[config.mk]
export PLATFORM = sky130hd
export DESIGN_NAME = vxe_pipe_arb
export DESIGN_NICKNAME = d
export VERILOG_FILES = /design/src/rtl/vxe_pipe_arb.sv
export SDC_FILE = /design/constraint.sdc
export NUM_CORES = 1
export LEC_CHECK = 0
export BUFFER_PORTS_ARGS = -buffer_cell sky130_fd_sc_hd__buf_2
export CAP_MARGIN = 20
export CELL_PAD_IN_SITES_DETAIL_PLACEMENT = 0
export CELL_PAD_IN_SITES_GLOBAL_PLACEMENT = 1
export CORE_ASPECT_RATIO = 0.75
export CORE_MARGIN = 3
export CORE_UTILIZATION = 33
export DETAILED_ROUTE_END_ITERATION = 10
export GPL_TIMING_DRIVEN = 0
export PLACE_DENSITY_LB_ADDON = 0.1
export SLEW_MARGIN = 20
export SYNTH_ARGS = -nofsm -noshare
export SYNTH_HDL_FRONTEND = slang
export SYNTH_SLANG_ARGS = --single-unit
[constraint.sdc]
create_clock -name clk -period 4.9 [get_ports clk]
set_input_delay 0.98 -clock clk [delete_from_list [all_inputs] [get_ports clk]]
set_output_delay 0.98 -clock clk [all_outputs]
set_load 0.05 [all_outputs]
[src/rtl/vxe_pipe_arb.sv]
`default_nettype none
// ============================================================================
//  Module   : vxe_pipe_arb
//  Purpose  : Two-requester round-robin arbiter feeding an in-order pipe,
//             with a tag FIFO that routes pipe results back to the requester.
//  Revision : 1.0  initial release
// ============================================================================
module vxe_pipe_arb #(
    parameter int DATA_WIDTH = 32,
    parameter int TAG_DEPTH  = 8
) (
    input  logic                  clk,
    input  logic                  nrst,
    input  logic                  i_en,
    output logic                  o_busy,
    output logic                  o_err,
    input  logic [DATA_WIDTH-1:0] i_req0_data,
    input  logic                  i_req0_vld,
    output logic                  o_req0_rdy,
    input  logic [DATA_WIDTH-1:0] i_req1_data,
    input  logic                  i_req1_vld,
    output logic                  o_req1_rdy,
    output logic [DATA_WIDTH-1:0] o_pipe_data,
    output logic                  o_pipe_vld,
    input  logic [DATA_WIDTH-1:0] i_pipe_data,
    input  logic                  i_pipe_vld,
    output logic [DATA_WIDTH-1:0] o_rsp0_data,
    output logic                  o_rsp0_vld,
    output logic [DATA_WIDTH-1:0] o_rsp1_data,
    output logic                  o_rsp1_vld
);

    localparam int PTR_W = $clog2(TAG_DEPTH);
    localparam int CNT_W = PTR_W + 1;
    localparam logic [CNT_W-1:0] c_FULL = CNT_W'(TAG_DEPTH);

    logic [TAG_DEPTH-1:0]  r_tag_mem;
    logic [PTR_W-1:0]      r_wr_ptr;
    logic [PTR_W-1:0]      r_rd_ptr;
    logic [CNT_W-1:0]      r_count;
    logic                  r_prio;
    logic                  r_pipe_vld;
    logic [DATA_WIDTH-1:0] r_pipe_data;
    logic                  r_err;

    logic w_can_issue;
    logic w_elig0;
    logic w_elig1;
    logic w_grant0;
    logic w_grant1;
    logic w_push;
    logic w_empty;
    logic w_pop;
    logic w_head;

    // Full blocks issue outright; a pop in the same cycle does not free a slot.
    // nrst gating keeps the accept strobes quiet while reset is held.
    assign w_can_issue = i_en & (r_count != c_FULL) & nrst;
    assign w_elig0     = w_can_issue & i_req0_vld;
    assign w_elig1     = w_can_issue & i_req1_vld;
    assign w_grant0    = w_elig0 & (~w_elig1 | ~r_prio);
    assign w_grant1    = w_elig1 & (~w_elig0 |  r_prio);
    assign w_push      = w_grant0 | w_grant1;

    assign w_empty     = (r_count == '0);
    assign w_pop       = i_pipe_vld & ~w_empty;
    assign w_head      = r_tag_mem[r_rd_ptr];

    assign o_req0_rdy  = w_grant0;
    assign o_req1_rdy  = w_grant1;
    assign o_pipe_vld  = r_pipe_vld;
    assign o_pipe_data = r_pipe_data;
    assign o_rsp0_data = i_pipe_data;
    assign o_rsp1_data = i_pipe_data;
    assign o_rsp0_vld  = w_pop & ~w_head;
    assign o_rsp1_vld  = w_pop &  w_head;
    assign o_busy      = ~w_empty;
    assign o_err       = r_err;

    always_ff @(posedge clk or negedge nrst) begin
        if (!nrst) begin
            r_tag_mem <= '0;
            r_wr_ptr  <= '0;
            r_rd_ptr  <= '0;
            r_count   <= '0;
        end else begin
            if (w_push) begin
                r_tag_mem[r_wr_ptr] <= w_grant1;
                r_wr_ptr            <= r_wr_ptr + PTR_W'(1);
            end
            if (w_pop) begin
                r_rd_ptr <= r_rd_ptr + PTR_W'(1);
            end
            case ({w_push, w_pop})
                2'b10:   r_count <= r_count + CNT_W'(1);
                2'b01:   r_count <= r_count - CNT_W'(1);
                default: r_count <= r_count;
            endcase
        end
    end

    always_ff @(posedge clk or negedge nrst) begin
        if (!nrst) begin
            r_prio      <= 1'b0;
            r_pipe_vld  <= 1'b0;
            r_pipe_data <= '0;
            r_err       <= 1'b0;
        end else begin
            if (w_grant0) begin
                r_prio <= 1'b1;
            end else if (w_grant1) begin
                r_prio <= 1'b0;
            end
            r_pipe_vld <= w_push;
            if (w_push) begin
                r_pipe_data <= w_grant1 ? i_req1_data : i_req0_data;
            end
            // A return with nothing outstanding is unrecoverable until reset.
            if (i_pipe_vld && w_empty) begin
                r_err <= 1'b1;
            end
        end
    end

endmodule
`default_nettype wire
# After elaboration in Yosys (flattened, before gate mapping)

Cells that the tools add are included.

Output and inout port bits: 103
Word-level logic and storage cells: 49
Bits in registers: 53
Bits of input ports: 102

Reduce and logical (&&, ||, !) cells: 5
Mux-type cells: 9
Bitwise gates (word level): 17
Add/sub/neg operators: 4
Order comparisons: 3
Eq/ne operators: 3

Operator list:

| cell                                                               | number |
|---|---|
| two-way mux 32 bit                                                 | 1 |
| bitwise AND 1 bit                                                  | 9 |
| bitwise mux 8 bit                                                  | 1 |
| less-than comparator 3 x 4 -> 1 bit (second input constant)        | 2 |
| one-hot mux 4 bit (2 select lines)                                 | 1 |
| adder 3 x 1 -> 3 bit (second input constant)                       | 2 |
| NOT 1 bit                                                          | 5 |
| adder 4 x 1 -> 4 bit (second input constant)                       | 1 |
| logical NOT 4 bit                                                  | 1 |
| two-way mux 1 bit                                                  | 4 |
| inequality test 4 bit (second input constant)                      | 1 |
| nonzero test 2 bit                                                 | 2 |
| subtractor 4 x 1 -> 4 bit (second input constant)                  | 1 |
| binary-select mux 1 bit (select 3 bit)                             | 1 |
| demux 1 bit (select 3 bit)                                         | 1 |
| greater-or-equal comparator 3 x 1 -> 1 bit (second input constant) | 1 |
| OR 1 bit                                                           | 3 |
| equality test 2 x 1 -> 1 bit (second input constant)               | 1 |
| equality test 2 bit (second input constant)                        | 1 |
| logical AND 1 bit                                                  | 2 |

# Logic depth before layout (Yosys ltp)

Word-level depth: 10
Depth in mapped cells: 10
Gate-level depth less buffers: 9

# Least setup slack after synthesis

No wires, ideal clock.

Kind: in2out
Start: input port i_req0_vld
End: output port o_req1_rdy
Setup slack: 1.562 ns
Data required time: 3.920 ns
Buffers on the path: 1
Cell stages on the path: 3
Arrival: 2.358 ns
Cell sequence: nor2b_1 > clkbuf_1 > nor3_1

Longest elaborated chain between the ends: 4

RTL lines:

| what               | RTL line | RTL |
|---|---|---|
| start: declaration | 18       | `input logic i_req0_vld,` |
| bitwise AND 1 bit  | 59       | `assign w_elig0 = w_can_issue & i_req0_vld;` |
| NOT 1 bit          | 62       | `assign w_grant1 = w_elig1 & (~w_elig0 \| r_prio);` |
| OR 1 bit           | 62       |  |
| bitwise AND 1 bit  | 62       |  |
| end: declaration   | 22       | `output logic o_req1_rdy,` |

No other way between the ends.

# Worst setup path in the final report

Start: input port nrst
End: output port o_req1_rdy

Longest elaborated chain between the ends: 5
Elaborated cells on any way between the ends: 6

RTL lines:

| what                | RTL line | RTL |
|---|---|---|
| start: declaration  | 13       | `input logic nrst,` |
| bitwise AND 1 bit * | 58       | `assign w_can_issue = i_en & (r_count != c_FULL) & nrst;` |
| bitwise AND 1 bit   | 59       |  |
| NOT 1 bit           | 62       |  |
| OR 1 bit            | 62       |  |
| bitwise AND 1 bit * | 62       |  |

Every way passes the cells marked *; elsewhere a longest branch is shown, timed or not.

==> results by group <==
Outcome
  • Status: finished clean

Timing
  • Max Fclk: 0.300 GHz
  • Fin. Hold Viols: 0
  • Worst-Margin Slew: 0.716 ns
  • Fin. max-slew vios: 0
  • Unrepaired setup endpoints after global routing: false
  • Period minus WS final: 3.34 ns
  • Clk_skew: 0.00683 ns
  • Setup tns final: 0 ns
  • Final setup violation count: 0
  • Slew headroom: 0.523
  • Fin crit share: 0.681
  • Final Hold Slack: 0.470 ns

Global routing
  • Met3 Track Usage GR: 0.0495
  • Global route overflow: 0
  • Largest net degree at the start of global routing: 59
  • GR Layer Usage met2: 0.259
  • GRT Total Usage: 0.171
  • Vias in the first global route: 3,210
  • Most Crowded Layer GR: met2
  • Antenna violations before repair: 1
  • Met1 usage: 0.242
  • First-pass GRT wire length: 15.6 mm

Synth
  • Area leader, netlist: dfrtp_1
  • Post-synth ARST share: 1.00
  • Post-synthesis sequential area ratio: 0.399
  • Syn Nets: 465
  • Register bit count reported by yosys: 53
  • Avg Cell Area, Syn: 9.29 um^2
  • Share of the synthesized area in the top cell type: 0.399
  • Cells after Synth: 358
  • Post-Synthesis Cell Area: 0.00333 mm^2
  • Netlist cell types: 45
  • Post-synth EDFFs: 0
  • Yosys warns: 0
  • Ys flop type: dfrtp_1
  • Largest cells by area after synthesis: dfrtp_1 (40%), buf_4 (15%), a31oi_1 (6.0%), nand3_1 (5.3%), o21ai_0 (5.0%)

Floorplanning
  • Die Wd: 122 um
  • Core ar.: 0.00974 mm^2
  • Row Count: 31
  • Initial Utilization: 0.342
  • Die Y: 92.9 um
  • IO Pins: 205
  • DIE AREA: 0.0113 mm^2

Clock tree
  • Clock sinks: 53
  • Skew-Pair Late Insertion Delay: 0.29 ns
  • Hold buffers post-CTS: 0
  • H-tree level count: 2
  • Post-cts sizing count: 0
  • Post-CTS setup buffers: 0
  • Cts bufs inserted: 5
  • CTS tree: yes
  • Max clock buf depth: 2
  • CTS clk-pin slew, worst paths: 0.06 ns
  • CTS root buf: clkbuf_16

Final layout
  • ANT cells: 0
  • Share of layout cells above drive strength 1: 0.505
  • Most frequent cells in the layout: buf_2 (175), buf_4 (66), dfrtp_1 (53)
  • Fill count: 980
  • # nets final: 644
  • Commonest non-fill, non-tap cell in the layout: buf_2
  • Final std cells w/o fill: 669
  • Area delta synth->final: 35.7%

Detailed routing
  • Drt via density: 4.81
  • Detailed-route DRC error count: 0
  • Vias: 3,216
  • Final wirelength: 9.83 mm
  • Detail Route Antenna Nets: 0
  • Pre-antenna DRT Iters: 4
  • DR iter-0 viols: 116
  • Wire per inst: 14.7 um

Place
  • Dpl hpwl: 7.51 mm
  • RD Place Congestion: 0.764
  • Inst Count DP: 662
  • # port buffers: 172

Worst setup path
  • CP Launch Type: primary input
  • Crit-path slowest cell: buf_4
  • CP arrival: 2.36 ns
  • Critical path cell sequence: buf_4 -> nand3_1 -> nor3_1 -> buf_2
  • CP Class: in2out
  • CP max stage delay: 0.55 ns
  • Crit. End Element: output pin
  • Crit-path max FO: 58
  • Worst EP required: 3.92 ns

Worst hold path
  • HP Class: reg2reg

Run
  • MaxCap Viol Count: 0

Power
  • Max VDD drop: 197 uV
  • Leakage: 2.17 nW
  • Cell Pwr Density: 506 mW/mm^2
[area by class of cell]
cell class	count	area (um^2)	area share
clock buffer	5	125	0.0277
clock inverter	2	35.0	0.00776
buffer	94	639	0.142
multi-input combinational	205	1340	0.296
inverter	6	25.0	0.00554
timing repair buffer	172	863	0.191
tap	132	165	0.0366
sequential	53	1330	0.294
[where the power goes]
| group | leakage (nW) | switching (mW) | internal (mW) |
|---|---|---|---|
| sequential | 0.612 | 0.102 | 0.594 |
| clock | 0.0797 | 0.160 | 0.238 |
| combinational | 1.48 | 0.807 | 0.385 |
[registers in the layout, indices dropped and copies added, names as in the netlist]
signal and flops:
r_tag_mem 8, r_wr_ptr 3, r_rd_ptr 3, r_count 4
r_prio 1, o_pipe_vld 1, o_err 1, o_pipe_data 32
[worst max-delay path, delay by kind of cell]
kind	cells	cell delay, ns
buf+inv	2	0.85
simple gates	2	0.50
[metrics by stage]
stage	setup slack (ns)	instance area [um^2]	util	total power [mW]
after floorplan	1.56	3330	-	1.61
after global placement	0.846	4350	0.447	1.89
after detailed placement	1.28	4350	0.447	1.91
after CTS	1.48	4510	0.464	2.31
after global routing	1.31	4510	0.464	2.43
final	1.56	4510	0.464	2.28
[kinds of logic (layout without fill, tap and decap cells)]
family	count (synthesis)	after routing	synth area share
fa+ha+maj	5	5	0.0188
compound gates	111	111	0.193
xor+xnor	7	7	0.0184
simple gates	66	66	0.118
mux	16	16	0.0534
flops	53	53	0.399
buf+inv	100	279	0.200
[layer usage]
metal | share of wire | vias to the layer above
met5 | 0.0013 | -
met4 | 0.0088 | 2
met3 | 0.082 | 10
met2 | 0.44 | 134
met1 | 0.46 | 1483
li1 | - | 1587
[final timing paths]
check                           startpoint             end  slack (ns)  cells after the start
worst min register to register       o_err           o_err        0.47                      1
worst min-delay path                 o_err           o_err        0.47                      1
worst max-delay path                  nrst      o_req1_rdy        1.56                      4
worst max register to register  r_count[0]      r_count[3]        2.06                      8
min in group asynchronous             nrst     r_rd_ptr[2]        0.74                      1
max in group asynchronous             nrst  o_pipe_data[7]        3.69                      1
[cells in the mapped netlist (2+ instances only)]
cell and n:
buf_4 65, dfrtp_1 53, nand3_1 35, o21ai_0 33
a21oi_1 32, a31oi_1 32, clkbuf_1 20, mux2_2 10
nor4_1 6, buf_6 5, ha_1 5, inv_1 5
mux2i_1 5, xnor2_1 5, buf_2 4, nor2b_1 4
nand3b_1 3, nor2_1 3, nor3_1 3, nand2_1 2
o21bai_1 2, o2bb2ai_1 2, xor2_1 2
Power figures use the tool's default switching activity.
